## src/rtl/link_rx_frame_sync.sv

```systemverilog
// ============================================================================
//  Module   : link_rx_frame_sync
//  Purpose  : Frame-alignment receiver for the serial PCS link. It hunts for
//             a fixed marker word that recurs every FRAME_LEN words, declares
//             lock after LOCK_CNT consecutive good markers, flywheels across
//             isolated misses and drops lock after UNLOCK_CNT consecutive
//             missed markers. The received stream is re-emitted with a fixed
//             one-word latency and a start-of-frame strobe.
//
//  Ports    : iSclk    in   1      link word clock, rising edge
//             iRstN    in   1      asynchronous active-low reset
//             iD_Link  in   DW     received link word, one per cycle
//             iErrClr  in   1      synchronous clear of oErrCnt
//             oData    out  DW     iD_Link delayed by one cycle
//             oSof     out  1      strobe aligned to the marker slot on oData
//             oSync    out  1      frame lock indicator
//             oState   out  2      0 HUNT, 1 VERIFY, 2 LOCKED
//             oErrCnt  out  ERR_W  saturating link error count
//
//  Options  : LINK_RX_ERRCNT_EN - when defined, the saturating error counter
//             is built and iErrClr clears it. When undefined, oErrCnt is tied
//             to 0 and iErrClr is ignored. The port list is the same.
//
//  Revision : 1.0 - initial release
// ============================================================================
`default_nettype none

module link_rx_frame_sync #(
   parameter int              DW         = 20,
   parameter int              FRAME_LEN  = 3900,
   parameter logic [DW-1:0]   MARKER     = {DW{1'b1}},
   parameter int              LOCK_CNT   = 4,
   parameter int              UNLOCK_CNT = 3,
   parameter int              ERR_W      = 16
) (
   input  logic              iSclk,
   input  logic              iRstN,
   input  logic [DW-1:0]     iD_Link,
   input  logic              iErrClr,
   output logic [DW-1:0]     oData,
   output logic              oSof,
   output logic              oSync,
   output logic [1:0]        oState,
   output logic [ERR_W-1:0]  oErrCnt
);

   // -------------------------------------------------------------------------
   // Widths and constants
   // -------------------------------------------------------------------------
   localparam int PW = $clog2(FRAME_LEN + 1);
   localparam int GW = $clog2(LOCK_CNT + 1);
   localparam int BW = $clog2(UNLOCK_CNT + 1);

   localparam logic [PW-1:0] C_POS_ONE   = PW'(1);
   localparam logic [PW-1:0] C_POS_FRAME = PW'(FRAME_LEN);
   localparam logic [GW-1:0] C_GOOD_ONE  = GW'(1);
   localparam logic [GW-1:0] C_GOOD_LOCK = GW'(LOCK_CNT);
   localparam logic [BW-1:0] C_BAD_ONE   = BW'(1);
   localparam logic [BW-1:0] C_BAD_LIM   = BW'(UNLOCK_CNT);

   localparam logic [1:0] S_HUNT   = 2'd0;
   localparam logic [1:0] S_VERIFY = 2'd1;
   localparam logic [1:0] S_LOCKED = 2'd2;

   // -------------------------------------------------------------------------
   // State
   // -------------------------------------------------------------------------
   logic [1:0]     r_state;
   logic [PW-1:0]  r_pos;
   logic [GW-1:0]  r_good;
   logic [BW-1:0]  r_bad;
   logic [DW-1:0]  r_data;
   logic           r_sof;
   logic           r_sync;

   logic [1:0]     w_state_nxt;
   logic [PW-1:0]  w_pos_nxt;
   logic [GW-1:0]  w_good_nxt;
   logic [BW-1:0]  w_bad_nxt;
   logic [GW-1:0]  w_good_inc;
   logic [BW-1:0]  w_bad_inc;
   logic           w_mk;
   logic           w_slot;
   logic           w_err_ev;

   assign w_mk       = (iD_Link == MARKER);
   assign w_slot     = (r_pos == C_POS_FRAME);
   assign w_good_inc = r_good + C_GOOD_ONE;
   assign w_bad_inc  = r_bad + C_BAD_ONE;

   // -------------------------------------------------------------------------
   // Next-state logic
   // -------------------------------------------------------------------------
   always_comb begin
      w_state_nxt = r_state;
      w_good_nxt  = r_good;
      w_bad_nxt   = r_bad;
      w_err_ev    = 1'b0;

      // Free-running position saturates at the slot; the cases below
      // override it with a reload to 1 on realign or on a locked slot.
      if (w_slot) begin
         w_pos_nxt = r_pos;
      end else begin
         w_pos_nxt = r_pos + C_POS_ONE;
      end

      case (r_state)
         S_HUNT: begin
            if (w_mk) begin
               w_pos_nxt  = C_POS_ONE;
               w_good_nxt = C_GOOD_ONE;
               if (LOCK_CNT == 1) begin
                  w_state_nxt = S_LOCKED;
                  w_bad_nxt   = '0;
               end else begin
                  w_state_nxt = S_VERIFY;
               end
            end
         end

         S_VERIFY: begin
            if (w_mk) begin
               w_pos_nxt = C_POS_ONE;
               if (w_slot) begin
                  w_good_nxt = w_good_inc;
                  if (w_good_inc == C_GOOD_LOCK) begin
                     w_state_nxt = S_LOCKED;
                     w_bad_nxt   = '0;
                  end
               end else begin
                  // Marker at the wrong distance: restart the count from
                  // this new candidate alignment.
                  w_good_nxt = C_GOOD_ONE;
               end
            end else if (w_slot) begin
               w_state_nxt = S_HUNT;
               w_good_nxt  = '0;
            end
         end

         S_LOCKED: begin
            // Flywheel: the slot timing never moves while locked, so a
            // spurious marker is only an error and a missing one is
            // tolerated until the miss run reaches the limit.
            w_err_ev = w_slot ^ w_mk;
            if (w_slot) begin
               w_pos_nxt = C_POS_ONE;
               if (w_mk) begin
                  w_bad_nxt = '0;
               end else if (w_bad_inc == C_BAD_LIM) begin
                  w_state_nxt = S_HUNT;
                  w_good_nxt  = '0;
                  w_bad_nxt   = '0;
               end else begin
                  w_bad_nxt = w_bad_inc;
               end
            end
         end

         default: begin
            w_state_nxt = S_HUNT;
            w_good_nxt  = '0;
            w_bad_nxt   = '0;
         end
      endcase
   end

   // -------------------------------------------------------------------------
   // Registers
   // -------------------------------------------------------------------------
   always_ff @(posedge iSclk or negedge iRstN) begin
      if (!iRstN) begin
         r_state <= S_HUNT;
         r_pos   <= '0;
         r_good  <= '0;
         r_bad   <= '0;
         r_data  <= '0;
         r_sof   <= 1'b0;
         r_sync  <= 1'b0;
      end else begin
         r_state <= w_state_nxt;
         r_pos   <= w_pos_nxt;
         r_good  <= w_good_nxt;
         r_bad   <= w_bad_nxt;
         r_data  <= iD_Link;
         // Both strobes use the pre-update state so they line up with the
         // word on oData that was sampled in the same cycle.
         r_sof   <= (r_state == S_LOCKED) && w_slot;
         r_sync  <= (r_state == S_LOCKED);
      end
   end

   assign oData  = r_data;
   assign oSof   = r_sof;
   assign oSync  = r_sync;
   assign oState = r_state;

   // -------------------------------------------------------------------------
   // Optional error counter
   // -------------------------------------------------------------------------
`ifdef LINK_RX_ERRCNT_EN
   logic [ERR_W-1:0] r_err_cnt;

   always_ff @(posedge iSclk or negedge iRstN) begin
      if (!iRstN) begin
         r_err_cnt <= '0;
      end else if (iErrClr) begin
         r_err_cnt <= '0;
      end else if (w_err_ev && (r_err_cnt != {ERR_W{1'b1}})) begin
         r_err_cnt <= r_err_cnt + ERR_W'(1);
      end
   end

   assign oErrCnt = r_err_cnt;
`else
   logic w_unused;
   assign w_unused = &{1'b0, iErrClr, w_err_ev};
   assign oErrCnt  = '0;
`endif

endmodule

`default_nettype wire
```

## config.mk

```make
export PLATFORM = sky130hd
export DESIGN_NAME = link_rx_frame_sync
export DESIGN_NICKNAME = d
export VERILOG_FILES = /design/src/rtl/link_rx_frame_sync.sv
export SDC_FILE = /design/constraint.sdc
export NUM_CORES = 1
export LEC_CHECK = 0
export BUFFER_PORTS_ARGS = -buffer_cell sky130_fd_sc_hd__buf_2
export CORE_MARGIN = 2
export CORE_UTILIZATION = 25
export CTS_CLUSTER_SIZE = 28
export DETAILED_ROUTE_END_ITERATION = 10
export MAX_ROUTING_LAYER = met4
export SLEW_MARGIN = 15
export SYNTH_ARGS = -nofsm -noshare
export SYNTH_HDL_FRONTEND = slang
export SYNTH_SLANG_ARGS = --single-unit
```

## constraint.sdc

```tcl
create_clock -name iSclk -period 4.8 [get_ports iSclk]
set_clock_uncertainty 0.05 [all_clocks]
set_input_delay 0.24 -clock iSclk [delete_from_list [all_inputs] [get_ports iSclk]]
set_output_delay 0.24 -clock iSclk [all_outputs]
set_load 0.1 [all_outputs]
```

Word-level counts from Yosys, hierarchy flattened --
Cells that the tools add are included.
Storage, ports and cells: flip-flop bits (word level) 41, bits in latches 0, memory bits (writable) 0, memory bits (read-only) 0, bits of input ports 23, word-level logic and storage cells 60, memories kept 0
Cells by class: add/sub/neg operators 3, $mul 0, divide/modulo/power cells 0, magnitude comparators 0, equality and inequality tests 15, shift-type cells 0, mux-type cells 28, bitwise logic cells 1, reductions and logical operators 6
Operator list (count):
- 12-bit 2-to-1 mux | 3
- 2-bit 2-to-1 mux | 14
- 12-bit one-hot mux with 2 select lines | 1
- 3-bit 2-to-1 mux | 7
- 20-bit equality test (second input constant) | 1
- 2-bit inequality test (second input constant) | 7
- 12-bit by 1-bit adder with 12-bit output (second input constant) | 1
- 12-bit equality test (second input constant) | 1
- 2-bit one-hot mux with 3 select lines | 2
- 5-bit AND reduction | 2
- 3-bit one-hot mux with 3 select lines | 1
- 3-bit inequality test (second input constant) | 2
- 6-bit AND reduction | 1
- 2-bit equality test (second input constant) | 2
- 3-bit by 1-bit adder with 3-bit output (second input constant) | 1
- 3-bit equality test (second input constant) | 1
- 2-bit by 1-bit adder with 2-bit output (second input constant) | 1
- 2-bit by 1-bit equality test with 1-bit output (second input constant) | 1
- 2-bit logical NOT | 1
- 2-bit OR reduction | 1
- 1-bit logical AND | 1
- 1-bit NOT | 1

Longest topological paths before layout --
depth after elaboration 6, gate-level depth with buffers 9

Worst setup path before layout --
OpenSTA, ideal clock, no wires.
path kind reg2reg, from register r_pos[0], to register r_good[1], arrival 1.900 ns, data required time 4.628 ns, setup slack 2.729 ns, stages on the path, launching flop included 9, period minus slack after synthesis 2.071 ns, path through dfrtp_1 inv_1 ha_1 nand4_2 nor4_4 inv_4 a2111oi_4 a211oi_1 a32o_1
Between the ends: word-level cells in the longest chain between the ends 4, elaborated cells on any way between the ends 7, classes of those cells 3 x eq/ne; 3 x mux; 1 x reduce/logical
Ends and longest elaborated chain:
- start: declaration | line 69 | logic [PW-1:0] r_pos;
- start signal: assignment | line 183 | r_pos <= w_pos_nxt;
- 12-bit equality test (*) | line 87 | assign w_slot = (r_pos == C_POS_FRAME);
- 3-bit 2-to-1 mux | line 125 | if (w_slot) begin
- 3-bit 2-to-1 mux | line 123 | if (w_mk) begin
- 3-bit one-hot mux with 3 select lines | line 108 | case (r_state)
- end signal: assignment | line 184 | r_good <= w_good_nxt;
- end: declaration | line 70 | logic [GW-1:0] r_good;
Mark *: on every way between the ends. The rest lies on a longest branch, timed or not. A chain may end at the register's enable or synchronous reset.

Final worst setup path --
Same ends and word-level chain as after synthesis.

==> reports/metrics.csv <==
stage;metric;value;unit
setup_path;reg2reg_from;r_pos[0];
sta;fmax;0.424;GHz
run;maxCapViolations;0;
clock_network;cts_setup_buffers;0;
yosys;synth_seq_area_share;57.1;%
clock_network;clock_tree.buffer_depth;2;
clock_network;insertion_delay;0.29;ns
clock_network;cts_root_buf;clkbuf_8;
setup_path;cp_cell_sequence;inv_1 -> ha_1 -> nand4_2 -> nor4_4 -> inv_4 -> a2111oi_4 -> a211oi_1 -> a32o_1;
global_route;grt_pass1_wl;5070;um
clock_network;postCtsHoldBufs;0;
final_layout;syn_to_final_growth;19.8;%
yosys;synthMuxAreaShare;0.557;%
setup_path;end_kind;flip-flop;
sta;report.final.slew_viol_count;0;
placement;routabilityCongestion;0.771;
yosys;synth_top_family_by_area;simple AND/OR/NAND/NOR gates;
setup_path;critical_path_arrival;2.49;ns
die;fp-row-count;30;
placement;portBuffers;45;
yosys;async_reset_ff_share;100;%
die;dieArea;0.00789;mm^2
yosys;synthCells;156;
sta;slew_headroom;41.9;%
yosys;yosys_warnings;0;
sta;tns;0;ns
yosys;syn_avg_cell_area;11.5;um^2
final_layout;antennaDiodeCount;0;
global_route;antenna_found_initial;0;
sta;grt_setup_unrepaired;no;
final_layout;final_common_cell;buf_2;
setup_path;cpMaxStageDelayCell;nor4_4;
global_route;grt.total_usage;8.58;%
global_route;overflow;0;
setup_path;worstSetupStartpointType;flip-flop;
die;fp.dieW;88.8;um
yosys;synthAdderAreaFrac;3.48;%
clock_network;cts_tree;yes;
sta;worst_pin_slew;0.872;ns
clock_network;cts.repair.resized;0;
yosys;synth-main-ff-cell;dfrtp_1;
yosys;synth_xor_area_share;3.41;%
global_route;grt_pass1_vias;1143;
die;io_pins;63;
die;initial_utilization;26.2;%
sta;hold_ws;0.0143;ns
clock_network;cts.clk_slew.worst_paths;0.07;ns
final_layout;final_cell_mix;buf_2 (45), dfrtp_1 (41), nor2_1 (16), conb_1 (16), nand4_1 (9);
yosys;synth_seq_cells;41;
yosys;yosys.area_share.simple;16.3;%
sta;finalHoldViolations;0;
die;core_area;0.00687;mm^2
final_layout;nets;234;
drt;ant_nets;0;
clock_network;clock-sinks;41;
final_layout;fill_cells;703;
pwr;p_leak;0.971;nW
drt;drt_iter0_drc;58;
clock_network;cts_made_buffers;5;
sta;post-route-period-util;49.2;%
placement;dp_hpwl;2270;um
sta;fin_crit;2.36;ns
setup_path;critPathLaunch;r_pos[0];
pwr;power_density;333;mW/mm^2
setup_path;rr_endpoint;r_good[1];
drt;via_per_inst;4.01;
yosys;synth_edf_count;0;
setup_path;crit_required;4.93;ns
drt;firstDrtPassIters;4;
pwr;vdd_ir_drop_max;87.3;uV
setup_path;rr_worst_depth;8;
drt;dr_total_vias;1207;
yosys;syn_area;0.00180;mm^2
sta;setup_viol;0;
min_path;hp-class;input port to async pin;
drt;wl_per_cell;10.2;um
yosys;synth.distinct_cells;37;
setup_path;slowest_delay;0.49;ns
clock_network;htree_levels;2;
yosys;synth_compound_area_share;9.95;%
die;die_h;88.8;um
global_route;grt_max_degree;42;
setup_path;path_max_fanout;8;
drt;drc_errors;0;
setup_path;ff2ff_setup_slack;2.44;ns
final_layout;drive_gt1_share;27.3;%
status;outcome;finished, final reports clean;
drt;wl;3070;um
setup_path;timing_worst_setup_path_type;flip-flop to flip-flop;
==> cells in the mapped netlist (all sizes together), types with 2 or more instances <==
cell | number | area, um^2
dfrtp | 41 | 1030
buf | 18 | 130
nor2 | 16 | 60.1
nand4 | 10 | 68.8
inv | 8 | 32.5
nand2 | 7 | 26.3
o21ai | 7 | 35.0
xor2 | 7 | 61.3
ha | 5 | 62.6
a21oi | 4 | 20.0
nand2b | 4 | 32.5
nand3 | 4 | 20.0
a2111oi | 2 | 36.3
a211oi | 2 | 15.0
and4 | 2 | 17.5
nor2b | 2 | 12.5
o211ai | 2 | 15.0
==> metrics by stage <==
step / setup WS, ns / cells / power, mW / area [um^2] / utilization [%]
after floorplan: 2.73 / 171 / 0.507 / 1850 / -
after global placement: 2.32 / 294 / 0.525 / 2070 / 30.1
after detailed placement: 2.34 / 294 / 0.525 / 2070 / 30.1
after CTS: 2.44 / 300 / 0.731 / 2140 / 31.2
after global routing: 2.21 / 301 / 0.751 / 2150 / 31.3
final: 2.44 / 301 / 0.718 / 2150 / 31.3
==> critical path: cells and delay by family (launching register included) <==
family / cells / cell delay (ns)
AO/OA/AOI/OAI: 3 / 0.78
buffers and inverters: 2 / 0.21
adder cells (fa/ha/maj): 1 / 0.15
AND/OR/NAND/NOR: 2 / 0.62
flip-flops: 1 / 0.43
==> sequential cells by signal, summed over array words and instances, names as in the netlist <==
name	cells
oData	20
oSof	1
oState	2
oSync	1
r_bad	2
r_good	3
r_pos	12
==> kinds of logic after synthesis <==
kind of cell             count (synthesis)
adder cells (fa/ha/maj)                  5
flip-flops                              41
other                                    1
XOR/XNOR                                 7
AND/OR/NAND/NOR                         51
buffers and inverters                   26
multiplexers                             1
AO/OA/AOI/OAI                           24
==> per-layer routing <==
metal	GRT usage, %	part of all wire, %	vias up
li1	-	-	606
met5	-	0	-
met3	2.43	7.4	7
met1	9.42	45	553
met4	5.37	3.0	0
met2	13.6	45	41
==> layout make-up <==
cell class                      count  area [um^2]  share of cell area, %
Multi-Input combinational cell    104          666                   30.9
Timing Repair Buffer               46          235                   10.9
Clock inverter                      1         5.00                  0.232
Clock buffer                        5         68.8                   3.20
Inverter                            8         32.5                   1.51
Sequential cell                    41         1030                   47.6
Tap cell                           96          120                   5.58
==> how the worst max path moves through the flow <==
stage	endpoint	slack, ns	cells after the start
after global placement	r_pos[3]	2.32	6
after detailed placement	r_pos[5]	2.34	6
after CTS	r_good[1]	2.44	8
after floorplan	r_good[1]	2.73	8
after global routing	r_pos[7]	2.21	7
final	r_good[1]	2.44	8
==> power breakdown <==
part           internal, mW  switching, mW
clock network        0.0955          0.104
registers             0.358        0.00622
logic                0.0172          0.137
Power figures use the tool's default switching activity.
